$ cat src/rtl/btn_enable_ctrl.sv
// btn_enable_ctrl: push-button front end for the blinker.
// Synchronises and debounces a raw button. Each accepted press toggles enable_o.
// Optional long-press (define BTN_LONG_PRESS_EN): holding the button for
// LONG_CYCLES in PRESSED forces enable_o low and pulses long_o once per hold.
//
// state        | meaning
// IDLE         | button released and debounced, waiting for a press
// PRESS_WAIT   | btn_s high, counting stable cycles before accepting the press
// PRESSED      | press accepted; with long-press enabled, counting hold time
// RELEASE_WAIT | btn_s low, counting stable cycles before accepting the release
module btn_enable_ctrl #(
  parameter int DEBOUNCE_CYCLES = 4,
  parameter int LONG_CYCLES     = 16
) (
  input  logic clk_i,
  input  logic rst_ni,
  input  logic btn_i,
  output logic enable_o,
  output logic press_o,
  output logic long_o
);

  localparam int MAX_CYC = (DEBOUNCE_CYCLES > LONG_CYCLES) ? DEBOUNCE_CYCLES : LONG_CYCLES;
  localparam int CW      = $clog2(MAX_CYC + 1);

  localparam logic [CW-1:0] DEB_TC  = CW'(DEBOUNCE_CYCLES - 1);
  localparam logic [CW-1:0] CNT_ONE = CW'(1);
`ifdef BTN_LONG_PRESS_EN
  localparam logic [CW-1:0] LONG_TC  = CW'(LONG_CYCLES - 1);
  // One past the fire compare, so a held button cannot fire a second time.
  localparam logic [CW-1:0] LONG_SAT = CW'(LONG_CYCLES);
`endif

  typedef enum logic [3:0] {
    IDLE         = 4'b0001,
    PRESS_WAIT   = 4'b0010,
    PRESSED      = 4'b0100,
    RELEASE_WAIT = 4'b1000
  } state_e;

  state_e        state_q, state_d;
  logic [CW-1:0] cnt_q, cnt_d;
  logic          s1_q, btn_s;
  logic          enable_q, enable_d;
  logic          press_q, press_d;
  logic          long_q, long_d;

  // Two-flop synchroniser for the asynchronous button input.
  always_ff @(posedge clk_i or negedge rst_ni) begin
    if (!rst_ni) begin
      s1_q  <= 1'b0;
      btn_s <= 1'b0;
    end else begin
      s1_q  <= btn_i;
      btn_s <= s1_q;
    end
  end

  // State, shared counter and registered outputs.
  always_ff @(posedge clk_i or negedge rst_ni) begin
    if (!rst_ni) begin
      state_q  <= IDLE;
      cnt_q    <= '0;
      enable_q <= 1'b0;
      press_q  <= 1'b0;
      long_q   <= 1'b0;
    end else begin
      state_q  <= state_d;
      cnt_q    <= cnt_d;
      enable_q <= enable_d;
      press_q  <= press_d;
      long_q   <= long_d;
    end
  end

  // Next-state, counter and output decisions; counter clears on any state change.
  always_comb begin
    state_d  = state_q;
    cnt_d    = cnt_q;
    enable_d = enable_q;
    press_d  = 1'b0;
    long_d   = 1'b0;
    unique case (state_q)
      IDLE: begin
        if (btn_s) state_d = PRESS_WAIT;
      end
      PRESS_WAIT: begin
        if (!btn_s) begin
          state_d = IDLE;
        end else if (cnt_q == DEB_TC) begin
          state_d  = PRESSED;
          enable_d = ~enable_q;
          press_d  = 1'b1;
        end else begin
          cnt_d = cnt_q + CNT_ONE;
        end
      end
      PRESSED: begin
        if (!btn_s) begin
          state_d = RELEASE_WAIT;
        end
`ifdef BTN_LONG_PRESS_EN
        else if (cnt_q == LONG_TC) begin
          enable_d = 1'b0;
          long_d   = 1'b1;
          cnt_d    = LONG_SAT;
        end else if (cnt_q != LONG_SAT) begin
          cnt_d = cnt_q + CNT_ONE;
        end
`endif
      end
      RELEASE_WAIT: begin
        if (btn_s) begin
          state_d = PRESSED;
        end else if (cnt_q == DEB_TC) begin
          state_d = IDLE;
        end else begin
          cnt_d = cnt_q + CNT_ONE;
        end
      end
      default: begin
        state_d = IDLE;
      end
    endcase
    if (state_d != state_q) cnt_d = '0;
  end

  assign enable_o = enable_q;
  assign press_o  = press_q;
  assign long_o   = long_q;

endmodule

$ cat config.mk
export PLATFORM = sky130hd
export DESIGN_NAME = btn_enable_ctrl
export DESIGN_NICKNAME = d
export VERILOG_FILES = /design/src/rtl/btn_enable_ctrl.sv
export SDC_FILE = /design/constraint.sdc
export NUM_CORES = 1
export LEC_CHECK = 0
export BUFFER_PORTS_ARGS = -buffer_cell sky130_fd_sc_hd__buf_2
export CORE_ASPECT_RATIO = 1.5
export CORE_MARGIN = 3
export CORE_UTILIZATION = 30
export CTS_CLUSTER_SIZE = 24
export DETAILED_ROUTE_END_ITERATION = 12
export SLEW_MARGIN = 10
export SYNTH_ARGS = -nofsm -noshare
export SYNTH_HDL_FRONTEND = slang
export SYNTH_SLANG_ARGS = --single-unit
$ cat constraint.sdc
create_clock -name clk_i -period 2.5 [get_ports clk_i]
set_input_delay 0.5 -clock clk_i [delete_from_list [all_inputs] [get_ports clk_i]]
set_output_delay 0.5 -clock clk_i [all_outputs]
set_load 0.01 [all_outputs]
Yosys cells after proc, flatten, opt, wreduce, memory -nomap -nowiden
Index checks and enable logic that the tools add are counted.
Cells by class
  equality and inequality tests: 8
  bitwise gates (word level): 1
  $add $sub $neg: 1
  multiplexer cells: 15
  reductions and logical operators: 3
Operators by type and width (number)
  $mux 4: 6
  $mux 5: 4
  $pmux 4 s4: 1
  $pmux 5 s2: 1
  $ne 3x3->1 const B: 2
  $reduce_and 3->1: 2
  $add 5x1->5 const B: 1
  $eq 5x2->1 const B: 1
  $eq 4x1->1 const B: 1
  $eq 4x2->1 const B: 1
  $eq 4x3->1 const B: 1
  $eq 4x4->1 const B: 1
  $ne 4x4->1: 1
  $mux 1: 3
  $reduce_bool 3->1: 1
  $not 1->1: 1
Word-level totals
  register bits after elaboration: 13
  output and inout bits: 3
  bits of input ports: 3
  word-level logic and storage cells: 34

Depth between registers and ports, before layout
  word-level depth: 7
  mapped depth: 5
  gate-level depth less buffers: 5

Least setup slack after synthesis
OpenSTA, ideal clock, no wires.
  path type: reg2reg
  from: reg cnt_q[0]
  to: reg cnt_q[3]
  data required time: 2.413 ns
  cell stages (with the launch flop): 6
  library setup time: 0.087 ns
  buffers on the path: 0
  path slack: 0.771 ns
  data arrival time: 1.642 ns
  period minus slack after synthesis: 1.729 ns
  cell sequence: dfrtp_1 -> ha_1 -> or4b_4 -> nand2_1 -> or4_1 -> a22oi_1
Between the ends
  cells in the longest elaborated chain, start to end: 7
  elaborated cells between the ends (all ways): 17
  those cells by class: add/sub (1); eq/ne (4); mux (10); reduce/logical (2)
Ends and longest elaborated chain
  from (decl): RTL line 42  | logic [CW-1:0] cnt_q, cnt_d;
  from (signal assigned): RTL line 69  | cnt_q <= cnt_d;
  $eq 5x2->1: RTL line 90, 115
  $mux 4, on equally long branches: RTL line 115, 90
  $mux 4, on equally long branches: RTL line 113, 88
  $pmux 4 s4: RTL line 83  | unique case (state_q)
  $ne 4x4->1: RTL line 125  | if (state_d != state_q) cnt_d = '0;
  $ne 3x3->1 (no line) or $reduce_bool 3->1 (tied branches)
  $reduce_and 3->1 (no line)
Parallel ways exist; a longest one is shown, timed or not. The select of a mux whose other input is x is not followed.
A chain may end at the register's enable or synchronous reset.

Final worst setup path
  from: reg cnt_q[0]
  to: reg cnt_q[4]
Same word-level chain as after synthesis.

==> summary.md <==
| Metric | Value |
|---|---|
| Outcome | complete, no violations |
| CTS H-tree depth | 1 |
| Worst endpoint required time | about 2600 ps |
| Critical path class | reg -> reg |
| CTS Root Cell | clkbuf_4 |
| Register bit count reported by yosys | 13 |
| Initial Util | 0.323 |
| Vias per cell | approximately 5.4 |
| CTS clock-pin slew for the worst setup and hold paths | roughly 80 ps |
| Vias | between 500 and 600 |
| Worst Hold Slack | between 90 and 100 ps |
| Sw Ratio | 0.283 |
| Fmax | ~0.51 GHz |
| Main synth FF type | dfrtp_1 |
| Pre-CTS setup slack | between 500 and 600 ps |
| Final-report max-slew violation count | 0 |
| Drt initial violations | 5 |
| Sequential Power Share | 0.561 |
| Setup TNS | 0 ps |
| Number of synthesized flops with an enable pin | 0 |
| Clock Latency Late Sink | approximately 280 ps |
| First-pass DRT Iterations | 4 |
| CTS Sinks | 13 |
| Worst-Margin Slew | between 600 and 700 ps |
| Commonest non-fill, non-tap cells in the layout | dfrtp_1 (12), o21ai_0 (5), a21oi_1 (5) |
| Post-DP HPWL | about 1000 microns |
| Final Wtd Congestion | 0.773 |
| Yosys warnings | 0 |
| Crit. End Element | flip-flop |
| Final setup viols | 0 |
| Core ar. | around 2300 sq um |
| Vias in the first global route | 540 |
| GR peak layer | met2 |
| Critical Path AT | 2070 ps |
| Synth Cell Area | 739 sq um |
| Row count | 21 |
| DIE AREA | around 3100 sq um |
| Die height | between 60 and 70 microns |
| Initial antenna violation count | 0 |
| Seq/Total Area, Yosys | 0.442 |
| Residual DRC | 0 |
| Post-route setup slack | 548 ps |
| Setup Skew | between 4 and 5 ps |
| Syn nets | 76 |
| Comb power frac | 0.132 |
| Fill cells | 212 |
| Peak VDD IR | roughly 0.00032 V |
| Cell count after synthesis | between 70 and 80 |
| Hold Vio Cnt, Final | 0 |
| Nets | approximately 80 |
| WL/cell | approximately 14 microns |
| Met1 Usage GRT | 0.113 |
| Power Total | around 430 uW |
| CP max FO | 5 |
| Fraction of layout cells with a size suffix above 1 | 0.184 |
| Leak pwr | 0.000326 uW |
| Worst rel slew slack | 0.596 |
| Fin crit period | about 2000 ps |
| Top-Level Pins | 6 |
| Yosys cell types | 31 |
| Hold crit path type | in -> async |
| Hold buffers post-CTS | 0 |
| Pwr Density | 545 nW/um^2 |
| Area growth, synth to finish | 5.58% |
| GRT Residual Overflow | 0 |
| WL final | about 1400 microns |
| First-pass GRT wire length | 2380 microns |
| Die width | between 40 and 50 microns |
| Max-cap viol count | 0 |
| Antenna Diode Count | 0 |
| GRT Util Overall | 0.110 |
| P_sw | 121 uW |
| CTS tree | yes |
| Commonest non-fill, non-tap cell in the layout | dfrtp_1 |
| Clk network pwr share | 0.307 |
| Antenna-violating nets left | 0 |
| Startpoint types | flip-flop |
| Clock buffer depth | 2 |
| Grt met2 use | 0.184 |
| Synth Area per Inst | ~10 sq um |
| # Post-CTS Setup Buffers | 0 |
| CTS resizes | 0 |
| Post-synthesis async set-or-reset flop share | 1.00 |
| CTS Buf Count | 3 |
| Met3 Use GR | 0.0189 |
| RSZ-0062 raised after global routing | false |
| Reg2reg setup slack | about 550 ps |
| Internal power | 305 uW |
| Port Buf Inserts | 4 |
| Core Util, Final | 0.342 |
| Fin crit share | 0.781 |
| Largest net degree at the start of global routing | 14 |
final cells by class:
class	instances	area (sq um)	share of cell area
clock buffer	4	26.3	0.0337
inverter	2	7.51	0.00962
multi-input combinational	53	372	0.476
sequential	13	327	0.418
tap	23	28.8	0.0369
timing repair buffer	4	20.0	0.0256
Yosys cell counts, types with 2 or more instances:
master | number | share of area
o21ai_0 | 5 | 0.034
inv_1 | 2 | 0.010
nor3_1 | 2 | 0.014
nand2b_1 | 3 | 0.025
a22oi_1 | 2 | 0.020
dfrtp_1 | 12 | 0.41
or2_2 | 2 | 0.017
a21oi_1 | 5 | 0.034
xor2_1 | 4 | 0.047
nor4b_1 | 3 | 0.036
or3_1 | 2 | 0.017
nand3_1 | 2 | 0.014
nand2_1 | 4 | 0.020
buf_4 | 3 | 0.030
mux2i_1 | 2 | 0.027
nor2_1 | 4 | 0.020
cells by family after synthesis:
family                     synth area share
DFF                                   0.442
buffers and inverters                0.0558
and+or+nand+nor                       0.267
muxes                                0.0271
xor gates and xnor gates             0.0474
adders and majority gates            0.0169
other                               0.00507
AOI/OAI and AO/OA                     0.139
per-layer routing:
layer | share of wire | vias up
met4 | 0.032 | 0
met3 | 0.024 | 4
met5 | 0 | -
li1 | - | 269
met1 | 0.39 | 261
met2 | 0.55 | 5
sequential cells by signal (all words and copies together), names as in the netlist:
signal    count
state_q       4
s1_q          1
cnt_q         5
btn_s         1
press_o       1
enable_o      1
worst max-delay path, stage by stage (launching register included):
cell and delay (ps):
dfrtp_1 390, ha_1 210, nor4b_1 370, nor4_1 90
o31ai_1 520, a22oi_1 210
metrics by stage:
step | area [sq um] | instances
finish | 781 | 99
global route | 781 | 99
CTS | 781 | 99
global placement | 754 | 95
floorplan | 739 | 72
detailed placement | 754 | 95
path summary, 6_finish.rpt:
kind,from,cells past startpoint,end
max,cnt_q[0]$_DFFE_PN0P_,5,cnt_q[4]$_DFFE_PN0P_
min,rst_ni,1,state_q[3]$_DFF_PN0_
max reg2reg,cnt_q[0]$_DFFE_PN0P_,5,cnt_q[4]$_DFFE_PN0P_
min reg2reg,s1_q$_DFF_PN0_,0,btn_s$_DFF_PN0_
max in group asynchronous,rst_ni,1,state_q[0]$_DFF_PN1_
min in group clk_i,btn_i,1,s1_q$_DFF_PN0_
power groups by stage:
stage	registers (uW)	logic [uW]	clock network (uW)
after floorplan	229	64.2	0
after CTS	239	57.5	135
after global placement	243	55.5	0
after detailed placement	243	57.4	0
final	239	56.4	131
after global routing	242	63.2	150
Power figures use the tool's default switching activity.
